===== src/rtl/edsac_timing_pkg.sv =====
// EDSAC timing generator shared types: FSM state encoding and default geometry.
// No logic, no latency, no flow control.
package edsac_timing_pkg;
    localparam int DEF_DIGITS_PER_MINOR = 18;
    localparam int DEF_MINORS_PER_MAJOR = 16;

    typedef enum logic [1:0] {
        HALTED   = 2'd0,
        ARMED    = 2'd1,
        RUNNING  = 2'd2,
        STOPPING = 2'd3
    } timing_state_e;
endpackage


===== src/rtl/edsac_timing_counter.sv =====
// Prescaler -> digit -> minor-cycle cascade; wrap/boundary flags describe the NEXT clk.
// Free-running, zero-latency decode of registered counts, no backpressure.
module edsac_timing_counter
    import edsac_timing_pkg::*;
#(
    parameter int DIGITS_PER_MINOR = DEF_DIGITS_PER_MINOR,
    parameter int MINORS_PER_MAJOR = DEF_MINORS_PER_MAJOR,
    parameter int CLKS_PER_DIGIT   = 1
) (
    input  logic                                clk,
    input  logic                                rst,
    output logic [$clog2(DIGITS_PER_MINOR)-1:0] d_pos,
    output logic [$clog2(MINORS_PER_MAJOR)-1:0] minor_idx,
    output logic                                digit_wrap,
    output logic                                major_wrap,
    output logic                                d17_next,
    output logic                                b_evt
);
    localparam int PW = (CLKS_PER_DIGIT > 1) ? $clog2(CLKS_PER_DIGIT) : 1;
    localparam int DW = $clog2(DIGITS_PER_MINOR);
    localparam int MW = $clog2(MINORS_PER_MAJOR);

    logic [PW-1:0] pre_q, pre_d;
    logic [DW-1:0] d_q, d_d;
    logic [MW-1:0] m_q, m_d;
    logic          pre_wrap;

    always_comb begin
        pre_wrap   = (pre_q == PW'(CLKS_PER_DIGIT - 1));
        digit_wrap = pre_wrap && (d_q == DW'(DIGITS_PER_MINOR - 1));
        major_wrap = digit_wrap && (m_q == MW'(MINORS_PER_MAJOR - 1));
        // Next clk is the first clk of the last digit position.
        d17_next   = pre_wrap && (d_q == DW'(DIGITS_PER_MINOR - 2));
        // End of an odd minor cycle: the next clk opens a long word.
        b_evt      = digit_wrap && m_q[0];

        pre_d = pre_wrap ? '0 : pre_q + PW'(1);
        d_d   = d_q;
        m_d   = m_q;
        if (pre_wrap) begin
            d_d = digit_wrap ? '0 : d_q + DW'(1);
        end
        if (digit_wrap) begin
            m_d = major_wrap ? '0 : m_q + MW'(1);
        end
    end

    always_ff @(posedge clk or posedge rst) begin
        if (rst) begin
            pre_q <= '0;
            d_q   <= '0;
            m_q   <= '0;
        end else begin
            pre_q <= pre_d;
            d_q   <= d_d;
            m_q   <= m_d;
        end
    end

    assign d_pos     = d_q;
    assign minor_idx = m_q;
endmodule


===== src/rtl/edsac_timing_gen.sv =====
// EDSAC master timing: free-running digit/minor counters plus long-word-aligned strobe gating.
// Strobes are registered (1 clk wide); optional single-word step under `TIMING_STEP_EN.
module edsac_timing_gen
    import edsac_timing_pkg::*;
#(
    parameter int DIGITS_PER_MINOR = DEF_DIGITS_PER_MINOR,
    parameter int MINORS_PER_MAJOR = DEF_MINORS_PER_MAJOR,
    parameter int CLKS_PER_DIGIT   = 1
) (
    input  logic                                clk,
    input  logic                                rst,
    input  logic                                run,
    input  logic                                step,
    output logic [$clog2(DIGITS_PER_MINOR)-1:0] d_pos,
    output logic [$clog2(MINORS_PER_MAJOR)-1:0] minor_idx,
    output logic                                odd_minor,
    output logic                                major_start,
    output logic                                ev_d0,
    output logic                                odd_d0,
    output logic                                d17,
    output logic                                gated
);
    if (MINORS_PER_MAJOR % 2 != 0) begin : g_bad_minors
        $error("MINORS_PER_MAJOR must be even");
    end

    logic          digit_wrap, major_wrap, d17_next, b_evt;
    timing_state_e state_q, state_d;
    logic          step_req, step_arm;
    logic          major_start_q, ev_d0_q, odd_d0_q, d17_q;
    logic          major_start_d, ev_d0_d, odd_d0_d, d17_d, gated_d;

    edsac_timing_counter #(
        .DIGITS_PER_MINOR (DIGITS_PER_MINOR),
        .MINORS_PER_MAJOR (MINORS_PER_MAJOR),
        .CLKS_PER_DIGIT   (CLKS_PER_DIGIT)
    ) u_counter (
        .clk        (clk),
        .rst        (rst),
        .d_pos      (d_pos),
        .minor_idx  (minor_idx),
        .digit_wrap (digit_wrap),
        .major_wrap (major_wrap),
        .d17_next   (d17_next),
        .b_evt      (b_evt)
    );

`ifdef TIMING_STEP_EN
    logic step_q, step_d;

    always_ff @(posedge clk or posedge rst) begin
        if (rst) step_q <= 1'b0;
        else     step_q <= step_d;
    end

    always_comb begin
        step_d = step_q;
        if (state_q == HALTED && !run && step) step_d = 1'b1;
        else if (state_q != ARMED)             step_d = 1'b0;
        else if (b_evt)                        step_d = 1'b0;
    end

    assign step_req = step;
    assign step_arm = step_q;
`else
    logic step_unused;
    assign step_unused = step;
    assign step_req    = 1'b0;
    assign step_arm    = 1'b0;
`endif

    always_ff @(posedge clk or posedge rst) begin
        if (rst) begin
            state_q       <= HALTED;
            major_start_q <= 1'b0;
            ev_d0_q       <= 1'b0;
            odd_d0_q      <= 1'b0;
            d17_q         <= 1'b0;
        end else begin
            state_q       <= state_d;
            major_start_q <= major_start_d;
            ev_d0_q       <= ev_d0_d;
            odd_d0_q      <= odd_d0_d;
            d17_q         <= d17_d;
        end
    end

    always_comb begin
        state_d = state_q;
        case (state_q)
            HALTED:   if (run || step_req) state_d = ARMED;
            // A stepped arm ignores run and delivers one word via STOPPING.
            ARMED:    if (step_arm) begin
                          if (b_evt) state_d = STOPPING;
                      end else if (!run) begin
                          state_d = HALTED;
                      end else if (b_evt) begin
                          state_d = RUNNING;
                      end
            RUNNING:  if (!run) state_d = STOPPING;
            STOPPING: if (run) state_d = RUNNING;
                      else if (b_evt) state_d = HALTED;
            default:  state_d = HALTED;
        endcase
    end

    // Strobes are decoded one clk early and registered, so they align with the counters.
    always_comb begin
        gated_d       = (state_d == RUNNING) || (state_d == STOPPING);
        major_start_d = major_wrap;
        ev_d0_d       = gated_d && b_evt;
        odd_d0_d      = gated_d && digit_wrap && !minor_idx[0];
        d17_d         = gated_d && d17_next;
    end

    assign odd_minor   = minor_idx[0];
    assign major_start = major_start_q;
    assign ev_d0       = ev_d0_q;
    assign odd_d0      = odd_d0_q;
    assign d17         = d17_q;
    assign gated       = (state_q == RUNNING) || (state_q == STOPPING);
endmodule

===== config.mk =====
export PLATFORM = sky130hd
export DESIGN_NAME = edsac_timing_gen
export DESIGN_NICKNAME = d
export VERILOG_FILES = /design/src/rtl/edsac_timing_pkg.sv /design/src/rtl/edsac_timing_counter.sv /design/src/rtl/edsac_timing_gen.sv
export SDC_FILE = /design/constraint.sdc
export NUM_CORES = 1
export LEC_CHECK = 0
export CELL_PAD_IN_SITES_DETAIL_PLACEMENT = 2
export CELL_PAD_IN_SITES_GLOBAL_PLACEMENT = 2
export CORE_UTILIZATION = 36
export DETAILED_ROUTE_END_ITERATION = 8
export DONT_BUFFER_PORTS = 1
export PLACE_DENSITY_LB_ADDON = 0.1
export SLEW_MARGIN = 25
export SYNTH_ARGS = -nofsm -noshare
export SYNTH_HDL_FRONTEND = slang
export SYNTH_SLANG_ARGS = --single-unit

===== constraint.sdc =====
create_clock -name clk -period 1.7 [get_ports clk]
set_input_delay 0.085 -clock clk [delete_from_list [all_inputs] [get_ports clk]]
set_output_delay 0.085 -clock clk [all_outputs]
set_load 0.02 [all_outputs]

==> flow_summary.yaml, run 1 <==
outcome:
  status: "finished, final reports clean"
pwr:
  p_leak_nw: 0.370
  p_per_area_nw_per_um2: 701
  pwr-share-comb: 0.034
  pwr-share-clk: 0.348
  swShare: 0.221
  p_seq_frac: 0.619
  internal_power_uw: 460
  vdd_drop_max_mv: 0.402
  p_sw_uw: 131
timing:
  slew_viol_final: 0
  final.setup.tns_ps: 0
  fmax_mhz: 661
  fin_crit_ps: 1510
  timing.slew.headroom: 0.605
  worstMarginPinSlew_ps: 592
  fin_worst_skew_ps: 5.03
  setup_viol: 0
  hold_violations: 0
  fin_crit_sh: 0.890
  rsz0062_at_grt: "no"
  holdWs_ps: 298
cells_and_area:
  fillers: 210
  nNetsFinal: 86
  diodes: 0
  area_growth_pct: 18.9
  drive_gt1_frac: 0.208
  fin_cells: 102
grt:
  first_global_vias: 478
  track_usage: 0.173
  grt_max_degree: 16
  grt_pass1_wl_um: 2400
  antenna_found_initial: 0
  grt.overflow.total: 0
logic_synthesis:
  synthCells: 64
  synthesis.area_sq_um: 709
  synth.distinct_cells: 24
  synth_seq_area_share: 0.529
  yosysWarnings: 0
  syn_nets: 72
  synth_seq_cells: 15
  synth.avg_cell_area_sq_um: 11.1
critical_path:
  critPathBufInv: 1
  cp.arrival_ps: 1700
  slowest_delay_ps: 390
  r2r-end: "state_q[1]"
  rr_startpoint: "u_counter.d_pos[1]"
  cpMaxStageDelayCell: "dfrtp_1"
  cp_max_fo: 3
  crit_chain: "inv_1 > ha_1 > and4bb_4 > and3_4 > mux2_4"
  crit_required_ps: 1880
  critPathKind: "flip-flop to flip-flop"
  r2r_slack_ps: 190
  cp-end-kind: "flip-flop"
  worst_setup_path_start_kind: "flip-flop"
  reg2reg_depth: 5
  critical-path-top-delay-family: "simple AND/OR/NAND/NOR gates"
placement:
  io_buffers: 0
  dpl.hpwl_um: 1110
  gp_congestion: 0.660
  placed_cells: 96
cts:
  clk_pin_slew_worst_paths_ps: 90
  cts_resized: 0
  ctsLongestPathBuffers: 2
  cts_sinks: 15
  cts_tree: "done"
  cts_root_buf: "clkbuf_4"
  cts_buffers: 3
  htreeDepth: 1
  clk_latency_ps: 290
die:
  die_x_um: 46.4
  std_cell_rows: 15
  die_y_um: 46.4
  io_pins: 19
  start_util: 0.398
  dieArea_sq_um: 2150
  coreArea_sq_um: 1780
detailed_routing:
  final_antenna_net_count: 0
  dr.first_iter.drc_count: 0
  drt_first_pass_iters: 1
  wl_um: 1500
  num_vias: 501
  drc_errors: 0
  viasPerCell: 4.91
  routedWlPerCell_um: 14.7
hold_path:
  hold_class: "primary input to async pin"
run:
  maxCapViolations: 0
[state kept, by name (all words and copies together), names as in the netlist]
signal / flops
odd_d0: 1
state_q: 2
major_start: 1
u_counter.minor_idx: 4
u_counter.d_pos: 5
ev_d0: 1
d17: 1
[power groups by stage]
stage | Combinational, mW | Clock, mW | Sequential, mW
final | 0.0198 | 0.205 | 0.366
after global routing | 0.0226 | 0.231 | 0.366
after CTS | 0.0208 | 0.221 | 0.366
after detailed placement | 0.0160 | 0 | 0.373
after global placement | 0.0154 | 0 | 0.373
after floorplan | 0.0149 | 0 | 0.370
[kinds of logic after synthesis]
logic type,count (synthesis),synth area share
flops,15,0.529
buf+inv,6,0.0370
simple gates,26,0.219
fa+ha+maj,4,0.0705
xor+xnor,4,0.0494
compound gates,6,0.0459
mux,3,0.0494
[Yosys cell counts]
| library cell | n | share of area |
|---|---|---|
| a21oi_1 | 3 | 0.021 |
| and2_1 | 1 | 0.0088 |
| and3_4 | 1 | 0.016 |
| and4_1 | 1 | 0.012 |
| and4bb_2 | 1 | 0.018 |
| and4bb_4 | 1 | 0.023 |
| buf_4 | 1 | 0.011 |
| clkbuf_1 | 1 | 0.0053 |
| dfrtp_1 | 15 | 0.53 |
| ha_1 | 4 | 0.071 |
| inv_1 | 4 | 0.021 |
| mux2_4 | 1 | 0.021 |
| mux2i_1 | 2 | 0.028 |
| nand2_1 | 9 | 0.048 |
| nand2b_1 | 1 | 0.0088 |
| nand3_1 | 2 | 0.014 |
| nand3b_1 | 1 | 0.011 |
| nand4bb_1 | 1 | 0.016 |
| nor2_1 | 5 | 0.026 |
| nor3_1 | 1 | 0.0070 |
| nor3b_1 | 1 | 0.011 |
| o21ai_0 | 2 | 0.014 |
| o31ai_1 | 1 | 0.011 |
| xnor2_1 | 4 | 0.049 |
[how the worst max path moves through the flow]
stage                                   from    endpoint  slack, ps  cells past startpoint
after CTS                 u_counter.d_pos[1]  state_q[1]        170                      5
final                     u_counter.d_pos[1]  state_q[1]        190                      5
after global placement    u_counter.d_pos[1]  state_q[1]        210                      5
after global routing      u_counter.d_pos[1]  state_q[1]        140                      5
after floorplan           u_counter.d_pos[1]  state_q[1]         80                      5
after detailed placement  u_counter.d_pos[1]  state_q[1]        190                      5
[final cells by class]
| class | instances | area, sq um | share of cell area |
|---|---|---|---|
| Sequential cell | 15 | 375 | 0.445 |
| Multi-Input combinational cell | 43 | 308 | 0.365 |
| Timing Repair Buffer | 11 | 87.6 | 0.104 |
| Tap cell | 25 | 31.3 | 0.0371 |
| Clock buffer | 4 | 26.3 | 0.0312 |
| Inverter | 4 | 15.0 | 0.0178 |
[repair_timing]
action,4_1_cts,5_1_grt
endpoints found under the hold margin,19,0
setup buffers,0,0
hold buffers,2,0
[stage by stage]
step | cell area [sq um] | setup slack (ps) | utilization | total power, mW
2_1_floorplan | 709 | 82.0 | - | 0.385
3_3_place_gp | 797 | 214 | 0.447 | 0.388
3_5_place_dp | 797 | 187 | 0.447 | 0.389
4_1_cts | 843 | 171 | 0.473 | 0.607
5_1_grt | 843 | 137 | 0.473 | 0.620
6_report | 843 | 186 | 0.473 | 0.591
[metal layers]
layer  wire length, um  vias up  share of wire  track usage
li1                  -      239              -            -
met2               681       14           0.45        0.242
met4                20        0          0.013       0.0706
met1               699      243           0.47        0.217
met5                 0        -              0            0
met3               100        5          0.067       0.0980
[layout by cell type, fill, tap and decap left out]
cell | netlist | final
clkbuf_4 | 0 | 3
nand2_1 | 9 | 9
nor3_1 | 1 | 1
and2_1 | 1 | 1
o31ai_1 | 1 | 1
mux2i_1 | 2 | 2
nor3b_1 | 1 | 1
ha_1 | 4 | 4
o21ai_0 | 2 | 2
xnor2_1 | 4 | 4
dlygate4sd3_1 | 0 | 2
and4_1 | 1 | 1
and3_4 | 1 | 1
and4bb_2 | 1 | 1
clkbuf_1 | 1 | 1
nand2b_1 | 1 | 1
nand3_1 | 2 | 2
and4bb_4 | 1 | 1
dfrtp_1 | 15 | 15
nand3b_1 | 1 | 1
a21oi_1 | 3 | 3
inv_1 | 4 | 4
nor2_1 | 5 | 5
nand4bb_1 | 1 | 1
mux2_4 | 1 | 1
buf_4 | 1 | 9
(Power assumes the default switching activity.)
==> run 2, diff against run 1 <==
- BUFFER_PORTS_ARGS: not set -> -buffer_cell sky130_fd_sc_hd__buf_4
- CORE_ASPECT_RATIO: not set -> 0.6
- CORE_UTILIZATION: 36 -> 31
- DONT_BUFFER_PORTS: 1 -> not set
==> flow_summary.yaml, run 2 (synthesis gave the netlist of run 1 again) <==
cells_and_area:
  fillers: 218
  drive_gt1_frac: 0.310
  fin_cells: 115
  register_area_sq_um: 375
  largest_reg_flops: 5
  fin_area_sq_um: 938
  mostFrequentLayoutCells: "buf_4 (20), dfrtp_1 (15), nand2_1 (9)"
  area_growth_pct: 32.3
  nNetsFinal: 96
  diodes: 0
  layout_commonest_cell: "buf_4"
  multi_input_area_sq_um: 308
cts:
  clk_pin_slew_worst_paths_ps: 60
  cts_sinks: 15
  cts_setup_buffers: 0
  cts_tree: "done"
  clk_latency_ps: 250
  cts_root_buf: "clkbuf_8"
  htreeDepth: 1
  ctsLongestPathBuffers: 2
  cts_buffers: 3
timing:
  hold_violations: 0
  fin_crit_sh: 0.932
  fin_ws_ps: 116
  slew_viol_final: 0
  worstMarginPinSlew_ps: 585
  rsz0062_at_grt: "no"
  setup_viol: 0
  fin_worst_skew_ps: 2.83
  fin_crit_ps: 1580
  timing.slew.headroom: 0.610
  final.setup.tns_ps: 0
  fmax_mhz: 631
critical_path:
  crit_chain: "inv_1 > ha_1 > and4bb_4 > and3_4 > mux2_4"
  rr_startpoint: "u_counter.d_pos[1]"
  worst_setup_path_start_kind: "flip-flop"
  cp.arrival_ps: 1720
  startpoint: "u_counter.d_pos[1]"
  slowest_delay_ps: 410
  cpMaxStageDelayCell: "dfrtp_1"
  cp-end-kind: "flip-flop"
  crit_required_ps: 1840
  cp_max_fo: 4
  r2r_slack_ps: 120
  critPathKind: "flip-flop to flip-flop"
grt:
  grt_pass1_wl_um: 3030
  grt_max_degree: 16
  antenna_found_initial: 0
  grt.overflow.total: 0
  first_global_vias: 586
  track_usage: 0.177
die:
  dieArea_sq_um: 2490
  io_pins: 19
  die_y_um: 39.1
  coreArea_sq_um: 2000
  start_util: 0.355
  std_cell_rows: 12
  die_x_um: 63.8
detailed_routing:
  drc_errors: 0
  dr.first_iter.drc_count: 11
  wl_um: 1720
  routedWlPerCell_um: 14.9
  final_antenna_net_count: 0
  viasPerCell: 4.77
  drt_first_pass_iters: 3
  num_vias: 548
placement:
  gp_congestion: 0.724
  dpl.hpwl_um: 1290
  placed_cells: 110
  io_buffers: 17
  dp_slack_ps: 125
  postPlaceCellArea_sq_um: 883
outcome:
  status: "finished, final reports clean"
run:
  maxCapViolations: 0
hold_path:
  min_from: "run"
  hold_class: "primary input to flip-flop"
pwr:
  p_per_area_nw_per_um2: 726
  vdd_drop_max_mv: 0.531
  p_leak_nw: 0.430
## run 2: changes by cell type in the layout (fill, tap and decap cells not counted), sizes merged
cell,before,now
dlygate4sd3,2,1
buf,9,20
## run 2: cell type report
| type | instances | share of cell area |
|---|---|---|
| Sequential cell | 15 | 0.400 |
| Tap cell | 28 | 0.0373 |
| Inverter | 4 | 0.0160 |
| Multi-Input combinational cell | 43 | 0.328 |
| Timing Repair Buffer | 21 | 0.171 |
| Clock buffer | 4 | 0.0480 |
## run 2: power by group
part	internal, mW	switching [mW]	total [mW]	leakage [nW]
registers	0.361	0.00415	0.365	0.186
logic	0.0116	0.0130	0.0246	0.221
clock network	0.166	0.126	0.292	0.0228
total	0.538	0.143	0.682	0.430
## run 2: routing by layer
layer | global-route usage | vias up | routed length, um
met4 | 0.0511 | 0 | 0
met1 | 0.224 | 274 | 855
met3 | 0.0706 | 0 | 81
li1 | - | 260 | -
met2 | 0.282 | 14 | 778
met5 | 0 | - | 0
## run 2: metrics by stage
| stage | util | hold WS [ps] | total power, mW |
|---|---|---|---|
| 2_1_floorplan | - | -13.5 | 0.385 |
| 6_report | 0.470 | 101 | 0.682 |
| 3_5_place_dp | 0.442 | 199 | 0.395 |
| 5_1_grt | 0.470 | 101 | 0.711 |
| 3_3_place_gp | 0.442 | 193 | 0.394 |
| 4_1_cts | 0.470 | 96.4 | 0.692 |
## run 2: path summary, 6_finish.rpt
path / cells past startpoint / endpoint
hold / removal: 2 / state_q[1]
setup / recovery: 5 / state_q[1]
setup reg to reg: 5 / state_q[1]
max in group asynchronous: 3 / u_counter.minor_idx[3]
min in group asynchronous: 3 / u_counter.minor_idx[1]
hold reg to reg: 1 / u_counter.d_pos[0]
## run 2: what timing repair did
action                                 CTS  global route
resized for setup                        0             0
hold buffers                             1             0
endpoints found under the hold margin   15             0
## run 2: worst max-delay path, delay by kind of cell, from the launching register on
family                     cells  cell delay (ps)
DFF                            1              410
adders and majority gates      1              200
buffers and inverters          1              100
and+or+nand+nor                2              470
muxes                          1              290
